File: src/rtl/pkg_system_mdr.sv
// Shared definitions for the sequential restoring divider.
// Holds the operand width, the operand and counter types, and the FSM state encoding.
// No ports; imported by div_seq, div_step and div_seq_if.
package pkg_system_mdr;

  localparam int DW = 8;
  localparam int CW = $clog2(DW) + 1;

  typedef logic [DW-1:0] data_in_t;
  typedef logic [CW-1:0] counter_t;

  typedef enum logic [1:0] {
    IDLE = 2'd0,
    RUN  = 2'd1,
    DONE = 2'd2
  } div_state_t;

endpackage

File: src/rtl/div_seq_if.sv
// Request/result bundle between a divider client and div_seq.
// master drives i_start/i_dividend/i_divisor and observes every o_* signal;
// slave (the divider) is the mirror image. Start is a request-only handshake gated by o_ready.
interface div_seq_if #(
  parameter int DW = pkg_system_mdr::DW
);
  localparam int CW = $clog2(DW) + 1;

  logic          i_start;
  logic [DW-1:0] i_dividend;
  logic [DW-1:0] i_divisor;
  logic          o_ready;
  logic          o_busy;
  logic          o_done;
  logic          o_err;
  logic [DW-1:0] o_quotient;
  logic [DW-1:0] o_remainder;
  logic [CW-1:0] o_counter;
  logic          o_enable;
  logic          o_flag;

  modport master (
    output i_start, i_dividend, i_divisor,
    input  o_ready, o_busy, o_done, o_err, o_quotient, o_remainder,
           o_counter, o_enable, o_flag
  );

  modport slave (
    input  i_start, i_dividend, i_divisor,
    output o_ready, o_busy, o_done, o_err, o_quotient, o_remainder,
           o_counter, o_enable, o_flag
  );

endinterface

File: src/rtl/div_step.sv
// One restoring-division iteration: shift in a dividend bit, trial-subtract the divisor.
// Purely combinational (zero latency); no handshake.
// Ports: rem (partial remainder), din (next dividend bit), divisor -> next_rem, flag (1 = subtract taken).
module div_step #(
  parameter int DW = pkg_system_mdr::DW
) (
  input  logic [DW-1:0] rem,
  input  logic          din,
  input  logic [DW-1:0] divisor,
  output logic [DW-1:0] next_rem,
  output logic          flag
);

  logic [DW-1:0] shifted;
  logic [DW+1:0] trial;
  logic          unused_trial_bit;

  // rem < divisor always holds, so when the subtract is not taken the shifted
  // value still fits in DW bits and dropping rem's MSB loses nothing.
  assign shifted = {rem[DW-2:0], din};

  // {rem, din} can need DW+1 bits; one extra guard bit on top carries the sign.
  assign trial = {1'b0, rem, din} - {2'b0, divisor};

  // A non-negative difference is always < divisor, so its low DW bits are exact.
  assign unused_trial_bit = trial[DW];
  assign flag     = ~trial[DW+1];
  assign next_rem = flag ? trial[DW-1:0] : shifted;

endmodule

File: src/rtl/div_seq.sv
// Sequential unsigned divider: IDLE -> RUN (DW iterations) -> DONE (one-cycle o_done pulse).
// Latency: start accepted at edge 0 gives o_done in cycle DW+1, or cycle 1 for a zero divisor.
// Backpressure: i_start is honoured only while o_ready; starts in RUN/DONE are dropped, never queued.
// Ports: clk, rst (sync, active high), bus (div_seq_if.slave: operands in, results/status out).
module div_seq #(
  parameter int DW = pkg_system_mdr::DW
) (
  input  logic       clk,
  input  logic       rst,
  div_seq_if.slave   bus
);
  import pkg_system_mdr::*;

  localparam int CW = $clog2(DW) + 1;

  div_state_t    state_q, state_nxt;
  logic [DW-1:0] dvd_q;      // latched dividend, shifted left so the next bit sits at the MSB
  logic [DW-1:0] dsr_q;
  logic [DW-1:0] rem_q;
  logic [DW-1:0] quo_q;
  logic [CW-1:0] cnt_q;
  logic          flag_q;
  logic          err_q;
  logic [DW-1:0] step_rem;
  logic          step_flag;
  logic          last_iter;

  assign last_iter = (cnt_q == CW'(DW - 1));

  div_step #(.DW(DW)) u_step (
    .rem      (rem_q),
    .din      (dvd_q[DW-1]),
    .divisor  (dsr_q),
    .next_rem (step_rem),
    .flag     (step_flag)
  );

  always_ff @(posedge clk) begin
    if (rst) state_q <= IDLE;
    else     state_q <= state_nxt;
  end

  always_comb begin
    state_nxt = state_q;
    case (state_q)
      IDLE: begin
        if (bus.i_start) state_nxt = (bus.i_divisor == '0) ? DONE : RUN;
      end
      RUN:     if (last_iter) state_nxt = DONE;
      DONE:    state_nxt = IDLE;
      default: state_nxt = IDLE;
    endcase
  end

  always_ff @(posedge clk) begin
    if (rst) begin
      dvd_q  <= '0;
      dsr_q  <= '0;
      rem_q  <= '0;
      quo_q  <= '0;
      cnt_q  <= '0;
      flag_q <= 1'b0;
      err_q  <= 1'b0;
    end else begin
      case (state_q)
        IDLE: begin
          if (bus.i_start) begin
            dvd_q <= bus.i_dividend;
            dsr_q <= bus.i_divisor;
            cnt_q <= '0;
            // A zero divisor skips RUN, so its fixed result is loaded right
            // away to be valid in the DONE cycle that follows.
            if (bus.i_divisor == '0) begin
              err_q <= 1'b1;
              quo_q <= '1;
              rem_q <= bus.i_dividend;
            end else begin
              err_q <= 1'b0;
              quo_q <= '0;
              rem_q <= '0;
            end
          end
        end
        RUN: begin
          rem_q  <= step_rem;
          quo_q  <= {quo_q[DW-2:0], step_flag};
          flag_q <= step_flag;
          dvd_q  <= {dvd_q[DW-2:0], 1'b0};
          cnt_q  <= last_iter ? '0 : cnt_q + 1'b1;
        end
        default: ;
      endcase
    end
  end

  assign bus.o_ready     = (state_q == IDLE);
  assign bus.o_busy      = (state_q == RUN);
  assign bus.o_enable    = (state_q == RUN);
  assign bus.o_done      = (state_q == DONE);
  assign bus.o_err       = err_q;
  assign bus.o_quotient  = quo_q;
  assign bus.o_remainder = rem_q;
  assign bus.o_counter   = cnt_q;
  assign bus.o_flag      = flag_q;

endmodule

File: src/flat_wrapper.sv
// flat-port wrapper written by rule: the top's interface ports become plain ports
module div_seq_flat import pkg_system_mdr::*;
#(
  parameter int DW = pkg_system_mdr::DW
)
  (clk, rst, bus_i_start, bus_i_dividend, bus_i_divisor, bus_o_ready, bus_o_busy, bus_o_done, bus_o_err, bus_o_quotient, bus_o_remainder, bus_o_counter, bus_o_enable, bus_o_flag);
  div_seq_if #(.DW(DW)) bus_i ();
  input  logic clk;
  input  logic rst;
  input wire logic [$bits(bus_i.i_start)-1:0] bus_i_start;
  input wire logic [$bits(bus_i.i_dividend)-1:0] bus_i_dividend;
  input wire logic [$bits(bus_i.i_divisor)-1:0] bus_i_divisor;
  output wire logic [$bits(bus_i.o_ready)-1:0] bus_o_ready;
  output wire logic [$bits(bus_i.o_busy)-1:0] bus_o_busy;
  output wire logic [$bits(bus_i.o_done)-1:0] bus_o_done;
  output wire logic [$bits(bus_i.o_err)-1:0] bus_o_err;
  output wire logic [$bits(bus_i.o_quotient)-1:0] bus_o_quotient;
  output wire logic [$bits(bus_i.o_remainder)-1:0] bus_o_remainder;
  output wire logic [$bits(bus_i.o_counter)-1:0] bus_o_counter;
  output wire logic [$bits(bus_i.o_enable)-1:0] bus_o_enable;
  output wire logic [$bits(bus_i.o_flag)-1:0] bus_o_flag;
  assign bus_i.i_start = bus_i_start;
  assign bus_i.i_dividend = bus_i_dividend;
  assign bus_i.i_divisor = bus_i_divisor;
  assign bus_o_ready = bus_i.o_ready;
  assign bus_o_busy = bus_i.o_busy;
  assign bus_o_done = bus_i.o_done;
  assign bus_o_err = bus_i.o_err;
  assign bus_o_quotient = bus_i.o_quotient;
  assign bus_o_remainder = bus_i.o_remainder;
  assign bus_o_counter = bus_i.o_counter;
  assign bus_o_enable = bus_i.o_enable;
  assign bus_o_flag = bus_i.o_flag;
  div_seq #(.DW(DW)) u_core (.clk(clk), .rst(rst), .bus(bus_i));
endmodule
File: config.mk
export PLATFORM = sky130hd
export DESIGN_NAME = div_seq_flat
export DESIGN_NICKNAME = d
export VERILOG_FILES = /design/src/rtl/pkg_system_mdr.sv /design/src/rtl/div_seq_if.sv /design/src/rtl/div_step.sv /design/src/rtl/div_seq.sv /design/src/flat_wrapper.sv
export SDC_FILE = /design/constraint.sdc
export NUM_CORES = 1
export LEC_CHECK = 0
export ABC_AREA = 1
export CAP_MARGIN = 20
export CORE_MARGIN = 2
export CORE_UTILIZATION = 50
export DETAILED_ROUTE_END_ITERATION = 6
export PLACE_DENSITY = 0.78
export SLEW_MARGIN = 30
export SYNTH_ARGS = -nofsm -noshare
export SYNTH_HDL_FRONTEND = slang
export SYNTH_HIERARCHICAL = 1
export SYNTH_SLANG_ARGS = --single-unit
export TNS_END_PERCENT = 5
File: constraint.sdc
create_clock -name clk -period 1.9 [get_ports clk]
set_clock_uncertainty 0.1 [all_clocks]
set_input_delay 0.38 -clock clk [delete_from_list [all_inputs] [get_ports clk]]
set_output_delay 0.38 -clock clk [all_outputs]
set_load 0.01 [all_outputs]
==> results of run 1 <==
==> area by class of cell <==
cell class	count	share of cell area, %
Sequential cell	40	25.05
Multi-Input combinational cell	236	43.37
Inverter	41	4.784
Tap cell	52	2.023
Clock buffer	6	2.567
Clock inverter	2	1.206
Timing Repair Buffer	69	21.00
==> registers in the layout, summed over array words and instances (netlist names) <==
| name | cells |
|---|---|
| u_core/bus.o_counter | 4 |
| u_core/bus.o_err | 1 |
| u_core/bus.o_flag | 1 |
| u_core/bus.o_quotient | 8 |
| u_core/bus.o_remainder | 8 |
| u_core/dsr_q | 8 |
| u_core/dvd_q | 8 |
| u_core/state_q | 2 |
==> critical path, delay by kind of cell, from the launching register on <==
family	cells	cell delay, ps
buf+inv	2	660
flops	1	400
==> metrics by stage <==
step / hold slack (ps) / std cells / cell area [µm²] / power (W) / setup WS, ps
after floorplan: 343.5 / 331 / 2347 / 0.001730 / 86.83
after global placement: 355.9 / 437 / 2982 / 0.002033 / 7.287
after detailed placement: 359.8 / 437 / 2982 / 0.002056 / -48.87
after CTS: 372.7 / 445 / 3113 / 0.002805 / -22.97
after global routing: 398.5 / 446 / 3217 / 0.003055 / -3.702
final: 371.6 / 446 / 3217 / 0.002888 / 62.76
==> worst paths after layout <==
kind	endpoint	slack, ps	depth (start not counted)
worst max-delay path	bus_o_remainder[4]	60	2
worst min-delay path	u_core/bus.o_flag$_SDFFE_PP0P_	370	2
worst max register to register	u_core/bus.o_remainder[7]$_SDFFE_PP0P_	100	12
worst min register to register	u_core/bus.o_flag$_SDFFE_PP0P_	370	2
==> repair_timing <==
| action | 4_1_cts | 5_1_grt |
|---|---|---|
| gates resized for setup | 3 | 19 |
| setup endpoints to repair | 8 | 10 |
| pin swaps | 0 | 3 |
| cloned | 0 | 1 |
==> placed cells by master (no fill, tap or decap), drive strengths merged, types with 9 or more instances in the layout <==
cell,netlist,final
a21oi,57,57
buf,9,25
clkdlybuf4s50,0,42
dfxtp,40,40
ha,9,9
inv,41,41
nand2,66,66
nand3,11,12
nor2,38,38
o21ai,37,37
==> power groups by stage <==
stage | Clock (W) | Combinational (W) | Sequential [W]
after floorplan | 0 | 0.000729 | 0.00100
after global placement | 0 | 0.00104 | 0.000989
after detailed placement | 0 | 0.00106 | 0.000992
after CTS | 0.000756 | 0.00107 | 0.000974
after global routing | 0.000784 | 0.00128 | 0.000991
final | 0.000741 | 0.00117 | 0.000981
==> synth_stat cells <==
cell type,number
nor2_8,1
nor2_4,1
buf_2,3
nand3_2,3
nand3b_1,2
nor2_2,1
inv_2,3
clkbuf_1,4
nand2_4,1
dfxtp_1,40
fa_1,1
nand2_1,59
buf_6,3
buf_12,1
ha_1,9
o21ai_4,1
xnor2_1,3
nand3_1,6
inv_1,38
nor2_1,35
nor3_1,2
o21a_1,1
o21ai_0,32
nand3_4,2
a21oi_1,56
or2_1,2
a21oi_4,1
buf_4,2
o21ai_2,4
nand2_2,6
clkbuf_2,2
nand4_1,6
==> cell families (layout without fill, tap and decap cells) <==
family / Yosys count / in the layout / synth area share [%]
AO/OA/AOI/OAI: 95 / 95 / 21.96
buffers and inverters: 56 / 118 / 11.19
adder cells (fa/ha/maj): 10 / 10 / 5.650
XOR/XNOR: 3 / 3 / 1.120
flip-flops: 40 / 40 / 34.12
AND/OR/NAND/NOR: 127 / 128 / 25.96
==> per-layer routing <==
layer | vias to the layer above | routed length (µm)
li1 | 1205 | -
met1 | 1115 | 2760
met2 | 79 | 3149
met3 | 7 | 344
met4 | 0 | 71
met5 | - | 0
==> out/results.tsv, run 1 <==
metric	value	unit
post-synth top area cell	dfxtp_1	
clock buffer depth	2	
register area share after synthesis	34.12	%
FF+latch count, synth	40	
FMAX	0.5443	GHz
Setup crit end kind	output port	
vias per inst	5.395	
Chip Height	72.52	µm
P&R area growth vs syn	37.05	%
Worst-Margin Slew	300.4	ps
fin nets	422	
fin crit share	96.70	%
fraction of layout cells with a size suffix above 1	18.78	%
critical path cell sequence	buf_4, clkdlybuf4s50_1	
Sum Neg Setup Slack	0	ps
VDD IR max	0.5778	mV
initial antenna violation count	0	
sequential cell area	805.8	µm²
met2 GRT Util	40.98	%
DRT antenna net count	0	
CP required	1420	ps
Post-Syn Area	0.002347	mm²
pwr/cell area	897.8	mW/mm²
Die ar.	0.005258	mm²
largest net degree at the start of global routing	34	
global-route wire length before repair	10100	µm
final slew viol count	0	
Die Wd	72.52	µm
CP max stage delay	520	ps
Net Switching	0.001018	W
worst min path class	reg -> reg	
total iterations of the first detailed-routing run	4	
syn avg cell area	7.091	µm²
DR vias	2406	
all-layer global routing usage	24.59	%
area of the multi-input gates	0.001395	mm²
Boundary Pins	45	
row cnt	24	
TritonCTS Sinks	40	
Final setup viols	0	
routed len/inst	14.18	µm
sequential share of power	34.0	%
GRT met3 Usage	3.750	%
Root Buffer Master	clkbuf_8	
Initial DRC Count	114	
Leak Pwr	1.411	nW
Final Critical Period	1837	ps
total gr overflow	0	
clock power share	25.6	%
CP startpoint kind	flip-flop	
dpl hpwl	4484	µm
Fin. Hold Viols	0	
Comb power frac	40.4	%
P_int	0.001870	W
CTS hold repair buffers	0	
Final GP Congestion	0.8357	
initial core utilization	52.82	%
aggregate routed wire length	6326	µm
share of the synthesized area in the top cell type	34.12	%
Worst Path Class, Setup	reg -> out	
ant diodes	0	
MaxCap Viol Count	0	
Layout fillers	362	
Hold Crit Start	u_core/bus.o_flag$_SDFFE_PP0P_	
CP arrival	1360	ps
CTS H-tree depth	2	
Syn Nets	360	
total core area	0.004444	mm²
worst r2r src	u_core/dsr_q[3]$_SDFFE_PP0P_	
net switching fraction of the power	35.25	%
CP Launch Point	u_core/bus.o_remainder[4]$_SDFFE_PP0P_	
Slew HR	79.76	%
yosys warns	6	
Syn Inst Count	331	
vias in the first global route	2199	
Post-CTS Setup Bufs	0	
clk slew on worst S/H paths	80	ps
M1 GR Usage	32.27	%
IO Port Bufs	44	
post-layout util	72.38	%
largest cells by area after synthesis	dfxtp_1 34%, a21oi_1 12%, nand2_1 9.4%	
worst-path fanout max	3	
GR peak layer	met2	
Clock Latency Late Sink	300	ps
Synth cell types	32	
DR DRC count	0	
CTS tree	built	
outcome	finished clean	
CTS Buf Count	5	
CP max-delay cell	clkdlybuf4s50_1	
Note: power is estimated with default switching activity, not from simulation.
==> run 2, diff against run 1 <==
--- a/config.mk
+++ b/config.mk
@@ -11,7 +11,7 @@
 export CORE_UTILIZATION = 50
 export DETAILED_ROUTE_END_ITERATION = 6
 export PLACE_DENSITY = 0.78
-export SLEW_MARGIN = 30
+export SLEW_MARGIN = 20
 export SYNTH_ARGS = -nofsm -noshare
 export SYNTH_HDL_FRONTEND = slang
 export SYNTH_HIERARCHICAL = 1
==> results of run 2 <==
The final DEF is identical to that of run 1; final timing and power are the same.
